--- config.mk ---
export PLATFORM = sky130hd
export DESIGN_NAME = bin2bcd_seq
export DESIGN_NICKNAME = d
export VERILOG_FILES = /design/src/rtl/bin2bcd_seq.sv
export SDC_FILE = /design/constraint.sdc
export NUM_CORES = 1
export LEC_CHECK = 0
export ABC_AREA = 1
export BUFFER_PORTS_ARGS = -buffer_cell sky130_fd_sc_hd__buf_2
export CELL_PAD_IN_SITES_DETAIL_PLACEMENT = 1
export CELL_PAD_IN_SITES_GLOBAL_PLACEMENT = 1
export CORE_ASPECT_RATIO = 1.1
export CORE_MARGIN = 2
export CORE_UTILIZATION = 24
export DETAILED_ROUTE_END_ITERATION = 8
export PLACE_DENSITY = 0.59
export SETUP_SLACK_MARGIN = 0.4
export SYNTH_ARGS = -nofsm -noshare
export SYNTH_HDL_FRONTEND = slang
export SYNTH_SLANG_ARGS = --single-unit
--- constraint.sdc ---
create_clock -name clk_i -period 2.8 [get_ports clk_i]
set_input_delay 0.84 -clock clk_i [delete_from_list [all_inputs] [get_ports clk_i]]
set_output_delay 0.84 -clock clk_i [all_outputs]
set_load 0.01 [all_outputs]
--- src/rtl/bin2bcd_seq.sv ---
// Sequential binary-to-BCD converter using double-dabble, one bit per clock.
// Inputs above the largest value representable in DIGITS decimal digits saturate and set ovf_o.
module bin2bcd_seq #(
    parameter int IN_W   = 16,
    parameter int DIGITS = 4
) (
    input  logic                  clk_i,
    input  logic                  rst_i,
    input  logic                  start_i,
    input  logic [IN_W-1:0]       data_i,
    output logic                  busy_o,
    output logic                  done_o,
    output logic [4*DIGITS-1:0]   bcd_o,
    output logic                  ovf_o
);

    localparam int BW    = 4 * DIGITS;
    // Wide enough for both the input and 10^DIGITS - 1 (which is < 16^DIGITS).
    localparam int CW    = ((IN_W > BW) ? IN_W : BW) + 1;
    localparam int CNT_W = $clog2(IN_W + 1);

    function automatic logic [CW-1:0] calc_sat(input int digits);
        logic [CW-1:0] p;
        p = CW'(1);
        for (int i = 0; i < digits; i++) begin
            p = p * CW'(10);
        end
        return p - CW'(1);
    endfunction

    localparam logic [CW-1:0] SAT = calc_sat(DIGITS);

    typedef enum logic [1:0] {
        S_IDLE  = 2'd0,
        S_SHIFT = 2'd1,
        S_DONE  = 2'd2
    } state_t;

    state_t             state_q, state_d;
    logic [BW-1:0]      scratch_q, scratch_d;
    logic [IN_W-1:0]    bin_q, bin_d;
    logic [CNT_W-1:0]   cnt_q, cnt_d;
    logic               pend_q, pend_d;
    logic [BW-1:0]      bcd_q, bcd_d;
    logic               ovf_q, ovf_d;
    logic               done_q, done_d;

    logic [BW-1:0]      adj;
    logic               sat_hit;

    // If IN_W cannot reach SAT the comparison is constant-false.
    assign sat_hit = (CW'(data_i) > SAT);

    for (genvar gi = 0; gi < DIGITS; gi++) begin : g_adj
        assign adj[gi*4 +: 4] = (scratch_q[gi*4 +: 4] >= 4'd5) ?
                                (scratch_q[gi*4 +: 4] + 4'd3) : scratch_q[gi*4 +: 4];
    end

    always_ff @(posedge clk_i or negedge rst_i) begin
        if (!rst_i) begin
            state_q <= S_IDLE;
        end else begin
            state_q <= state_d;
        end
    end

    always_comb begin
        state_d = state_q;
        case (state_q)
            S_IDLE:  if (start_i) state_d = S_SHIFT;
            S_SHIFT: if (cnt_q == CNT_W'(1)) state_d = S_DONE;
            S_DONE:  state_d = S_IDLE;
            default: state_d = S_IDLE;
        endcase
    end

    always_comb begin
        busy_o = (state_q != S_IDLE);
        done_o = done_q;
        bcd_o  = bcd_q;
        ovf_o  = ovf_q;
    end

    always_comb begin
        scratch_d = scratch_q;
        bin_d     = bin_q;
        cnt_d     = cnt_q;
        pend_d    = pend_q;
        bcd_d     = bcd_q;
        ovf_d     = ovf_q;
        done_d    = 1'b0;
        case (state_q)
            S_IDLE: begin
                if (start_i) begin
                    bin_d     = sat_hit ? SAT[IN_W-1:0] : data_i;
                    pend_d    = sat_hit;
                    scratch_d = '0;
                    cnt_d     = CNT_W'(IN_W);
                end
            end
            S_SHIFT: begin
                {scratch_d, bin_d} = {adj, bin_q} << 1;
                cnt_d              = cnt_q - CNT_W'(1);
            end
            S_DONE: begin
                bcd_d  = scratch_q;
                ovf_d  = pend_q;
                done_d = 1'b1;
            end
            default: ;
        endcase
    end

    always_ff @(posedge clk_i or negedge rst_i) begin
        if (!rst_i) begin
            scratch_q <= '0;
            bin_q     <= '0;
            cnt_q     <= '0;
            pend_q    <= 1'b0;
            bcd_q     <= '0;
            ovf_q     <= 1'b0;
            done_q    <= 1'b0;
        end else begin
            scratch_q <= scratch_d;
            bin_q     <= bin_d;
            cnt_q     <= cnt_d;
            pend_q    <= pend_d;
            bcd_q     <= bcd_d;
            ovf_q     <= ovf_d;
            done_q    <= done_d;
        end
    end

endmodule

==> Word-level counts from Yosys, hierarchy flattened <==
Cells that the tools add are included.
{ "totals": {"latchBits": 0, "elab_cells": 44, "mem_bits_ro": 0, "ram_bits": 0, "memories": 0, "ff_bits": 58, "output_inout_bits": 19} }
{ "classes": {"n_shift": 0, "n_eq_ne": 5, "n_mux": 15, "add_sub_neg": 5, "div_mod_pow": 0, "n_reduce_logical": 6, "bitwise": 0, "n_mul": 0, "order_cmp": 5} }
{ "ops": {"columns": ["cell", "count"], "rows": [
  ["16-bit one-hot mux with 2 select lines", 2],
  ["16-bit 2-to-1 mux", 3],
  ["4-bit by 3-bit greater-or-equal comparator with 1-bit output (second input constant)", 4],
  ["16-bit by 14-bit > comparator with 1-bit output (second input constant)", 1],
  ["4-bit by 2-bit adder with 4-bit output (second input constant)", 3],
  ["4-bit 2-to-1 mux", 3],
  ["5-bit one-hot mux with 2 select lines", 1],
  ["2-bit AND reduction", 3],
  ["5-bit by 1-bit == test with 1-bit output (second input constant)", 1],
  ["5-bit 2-to-1 mux", 1],
  ["5-bit by 1-bit subtractor with 5-bit output (second input constant)", 1],
  ["2-bit 2-to-1 mux", 2],
  ["2-bit inequality test (second input constant)", 2],
  ["2-bit one-hot mux with 2 select lines", 1],
  ["2-bit nonzero test", 2],
  ["3-bit by 2-bit adder with 3-bit output (second input constant)", 1],
  ["3-bit 2-to-1 mux", 1],
  ["2-bit by 1-bit == test with 1-bit output (second input constant)", 1],
  ["2-bit == test (second input constant)", 1],
  ["2-bit logical NOT", 1],
  ["1-bit 2-to-1 mux", 1]
]} }

==> Depth between registers and ports, before layout <==
{ "depth": {"depth_word": 4, "ltp_mapped": 8, "ltp_nobuf": 8} }

==> Worst setup path before layout <==
No wires, ideal clock.
{ "synth_timing": {"path_type": "input-to-reg", "startpoint": "input port data_i[11]", "endpoint": "register bin_q[10]", "t_arrival_ps": 1553, "stages": 7, "setup_slack_ps": 1130, "setup_ps": 116, "path_cell_list": "inv_1 nand2_1 a21oi_2 buf_2 nand3_1 nand2_1 nand2_1"} }
{ "synth_between": {"elab_chain_cells": 4} }
{ "synth_lines": {"columns": ["element", "line_no", "rtl"], "rows": [
  ["start, declared", "10", "input logic [IN_W-1:0] data_i,"],
  ["16-bit by 14-bit > comparator with 1-bit output", "52", "assign sat_hit = (CW'(data_i) > SAT);"],
  ["16-bit 2-to-1 mux", "95", "bin_d = sat_hit ? SAT[IN_W-1:0] : data_i;"],
  ["16-bit 2-to-1 mux", "94", "if (start_i) begin"],
  ["16-bit one-hot mux with 2 select lines", "92", "case (state_q)"],
  ["end signal, assigned", "125", "bin_q <= bin_d;"],
  ["end, declared", "41", "logic [IN_W-1:0] bin_q, bin_d;"]
]} }
No other way between the ends. The select of a mux whose other input is x is not followed.
A chain may end at the register's enable or synchronous reset.

==> Worst setup path in the final report <==
{ "layout_timing": {"startpoint": "register state_q[1]", "endpoint": "output port busy_o"} }
{ "layout_between": {"elab_chain_cells": 1} }
{ "layout_lines": {"columns": ["element", "line_no", "rtl"], "rows": [
  ["start, declared", "39", "state_t state_q, state_d;"],
  ["start signal, assigned", "63", "state_q <= state_d;"],
  ["2-bit nonzero test", "78", "busy_o = (state_q != S_IDLE);"],
  ["end, declared", "11", "output logic busy_o,"]
]} }
No other way between the ends.

==> flow_summary.json <==
{
  "row_count": 41,
  "cts_root_buf": "clkbuf_16",
  "status": "complete, no violations",
  "synth_nets": 367,
  "grt_pass1_wl_um": 11600,
  "cp.required_ns": 1.96,
  "worst_slew_pin_slew_ns": 0.649,
  "maxSlewViolCount": 0,
  "final_cell_count_no_fill": 530,
  "cts_htree_levels": 3,
  "finalWirelength_um": 6520,
  "clock_path_buffers": 2,
  "synth_commonest_cells": "nand2_1 (98), dfrtp_1 (58), o21ai_0 (35)",
  "io_buffers": 37,
  "cts_hold_buf": 0,
  "synthDistinctLibCells": 25,
  "hold_viol": 0,
  "r2r_start": "state_q[0]$_DFFE_PN0P_",
  "clock_latency_ns": 0.32,
  "antenna_found_initial": 0,
  "diodes": 0,
  "area_delta_synth_final_pct": 21.6,
  "grt_pass1_vias": 2426,
  "min_path_type": "flip-flop to flip-flop",
  "crit_path_end_kind": "primary output",
  "die_w_um": 108,
  "period_minus_slack_ns": 1.95,
  "cts.sinks": 58,
  "yosysSeqAreaShare": 0.504,
  "drc": 0,
  "drtIter0Drc": 104,
  "syn_inst": 338,
  "crit_start": "state_q[1]$_DFFE_PN0P_",
  "synth.avg_cell_area_um2": 8.52,
  "rsz0062_at_grt": "no",
  "cp_slowest_cell": "dfrtp_1",
  "viasPerCell": 4.37,
  "dr.pass1.iters": 4,
  "grt_overflow": 0,
  "wl_per_cell_um": 12.3,
  "start_util": 0.248,
  "synth_top_area_frac": 0.504,
  "worstPathArrival_ns": 1.11,
  "ctsResizeCount": 0,
  "nFillCells": 1389,
  "cap_violations": 0,
  "cellPowerDensity_mw_per_mm2": 1220,
  "synthTopCellsByArea": "dfrtp_1 (50%), nand2_1 (13%), o21ai_0 (6.1%)",
  "start_kind": "flip-flop",
  "synth_largest_area_cell": "dfrtp_1",
  "synthArstFlopShare": 1.00,
  "netlist_area_mm2": 0.00288,
  "final_antenna_net_count": 0,
  "fin_crit_sh": 0.696,
  "die_height_um": 119,
  "tns_ns": 0,
  "post-cts-setup-buffers": 0,
  "skew_ns": 0.00730,
  "post_route_cells_drive_above_1_share": 0.189,
  "power_leakage_nw": 1.76,
  "multi_input_area_mm2": 0.00120,
  "grt.total_usage": 0.113,
  "ys_warn_count": 0,
  "relSlewSlack": 0.567,
  "synth_edf_count": 0,
  "critical_path_class": "flip-flop to primary output",
  "layout.nets": 404,
  "max_stage_delay_ns": 0.44,
  "final-seq-area_mm2": 0.00145,
  "ys.flop_type": "dfrtp_1",
  "routabilityCongestion": 0.719,
  "clk_pin_slew_worst_paths_ns": 0.05,
  "io_pins": 38,
  "dieArea_mm2": 0.0129,
  "synth_seq_cells": 58,
  "vias": 2316,
  "max_freq_mhz": 513,
  "synth.most_common_cell": "nand2_1",
  "cts_tree": "built",
  "irDropWorstVdd_mv": 0.320,
  "hpwlAfterDp_um": 4380,
  "hp-start": "ovf_o$_DFFE_PN0P_",
  "crit_fanout": 3,
  "place_inst": 514,
  "numCtsBuffers": 9,
  "core_mm2": 0.0116,
  "cp_cell_sequence": "inv_2 -> nand2_1 -> buf_2",
  "setup_viol": 0,
  "grt_max_degree": 35
}
==> worst max-delay path, delay by kind of cell, from the launching register on <==
family / cells / cell delay [ns]
flip-flops: 1 / 0.44
buffers and inverters: 2 / 0.28
AND/OR/NAND/NOR: 1 / 0.07
==> per-layer routing <==
| metal | share of wire | vias up | wire [um] | track usage |
|---|---|---|---|---|
| met5 | 0 | - | 0 | 0 |
| met4 | 0.013 | 0 | 85 | 0.0433 |
| met3 | 0.044 | 8 | 286 | 0.0268 |
| met2 | 0.43 | 46 | 2830 | 0.179 |
| met1 | 0.51 | 1102 | 3320 | 0.147 |
| li1 | - | 1160 | - | - |
==> cells by family (layout without fill, tap and decap cells) <==
group / count (synthesis) / count (layout) / synth area share
flip-flops: 58 / 58 / 0.504
adder cells (fa/ha/maj): 10 / 10 / 0.0434
XOR/XNOR: 3 / 3 / 0.00912
buffers and inverters: 52 / 94 / 0.0786
AO/OA/AOI/OAI: 62 / 62 / 0.135
AND/OR/NAND/NOR: 153 / 153 / 0.230
==> per-stage QoR <==
step	util	hold WS [ns]	cell area, um^2	setup slack [ns]	power [mW]
global placement	0.276	0.459	3200	0.774	3.16
detailed placement	0.276	0.460	3200	0.743	3.23
CTS	0.302	0.473	3500	0.835	4.37
finish	0.302	0.470	3500	0.851	4.28
floorplan	-	0.443	2880	1.13	2.75
global route	0.302	0.514	3500	0.806	4.72
==> sequential cells by signal (all words and copies together) (netlist names) <==
register	count
bcd_o	16
bin_q	16
cnt_q	5
done_o	1
ovf_o	1
pend_q	1
scratch_q	16
state_q	2
==> power breakdown <==
| group | switching (mW) | total (mW) | leakage [nW] | internal (mW) |
|---|---|---|---|---|
| sequential | 0.261 | 1.51 | 0.705 | 1.24 |
| combinational | 1.05 | 1.68 | 0.909 | 0.638 |
| clock | 0.360 | 1.10 | 0.147 | 0.736 |
| total | 1.67 | 4.28 | 1.76 | 2.62 |
==> placed cells by master, fill, tap and decap left out, types with 6 or more instances in the layout <==
master | Yosys | routed
buf_2 | 10 | 37
clkbuf_16 | 0 | 9
ha_1 | 10 | 10
o22ai_1 | 8 | 8
dfrtp_1 | 58 | 58
nand4_1 | 6 | 6
o21ai_0 | 35 | 35
inv_1 | 34 | 34
nand3_1 | 20 | 20
a21boi_2 | 10 | 10
nor2_1 | 24 | 24
nand2_1 | 98 | 98
==> area by class of cell <==
type / instances / share of cell area
clock buffer: 14 / 0.0754
clock inverter: 2 / 0.0100
inverter: 39 / 0.0425
multi-input combinational: 228 / 0.343
sequential: 58 / 0.414
tap: 150 / 0.0536
timing repair buffer: 39 / 0.0607
==> worst paths after layout <==
check,to,slack [ns],depth (start not counted)
max in group asynchronous,bin_q[4]$_DFFE_PN0P_,1.68,2
min in group asynchronous,bcd_o[14]$_DFFE_PN0P_,0.52,1
max reg2reg,bin_q[13]$_DFFE_PN0P_,1.09,8
max,busy_o,0.85,3
min reg2reg,ovf_o$_DFFE_PN0P_,0.47,2
min,ovf_o$_DFFE_PN0P_,0.47,2
Power figures use the tool's default switching activity.
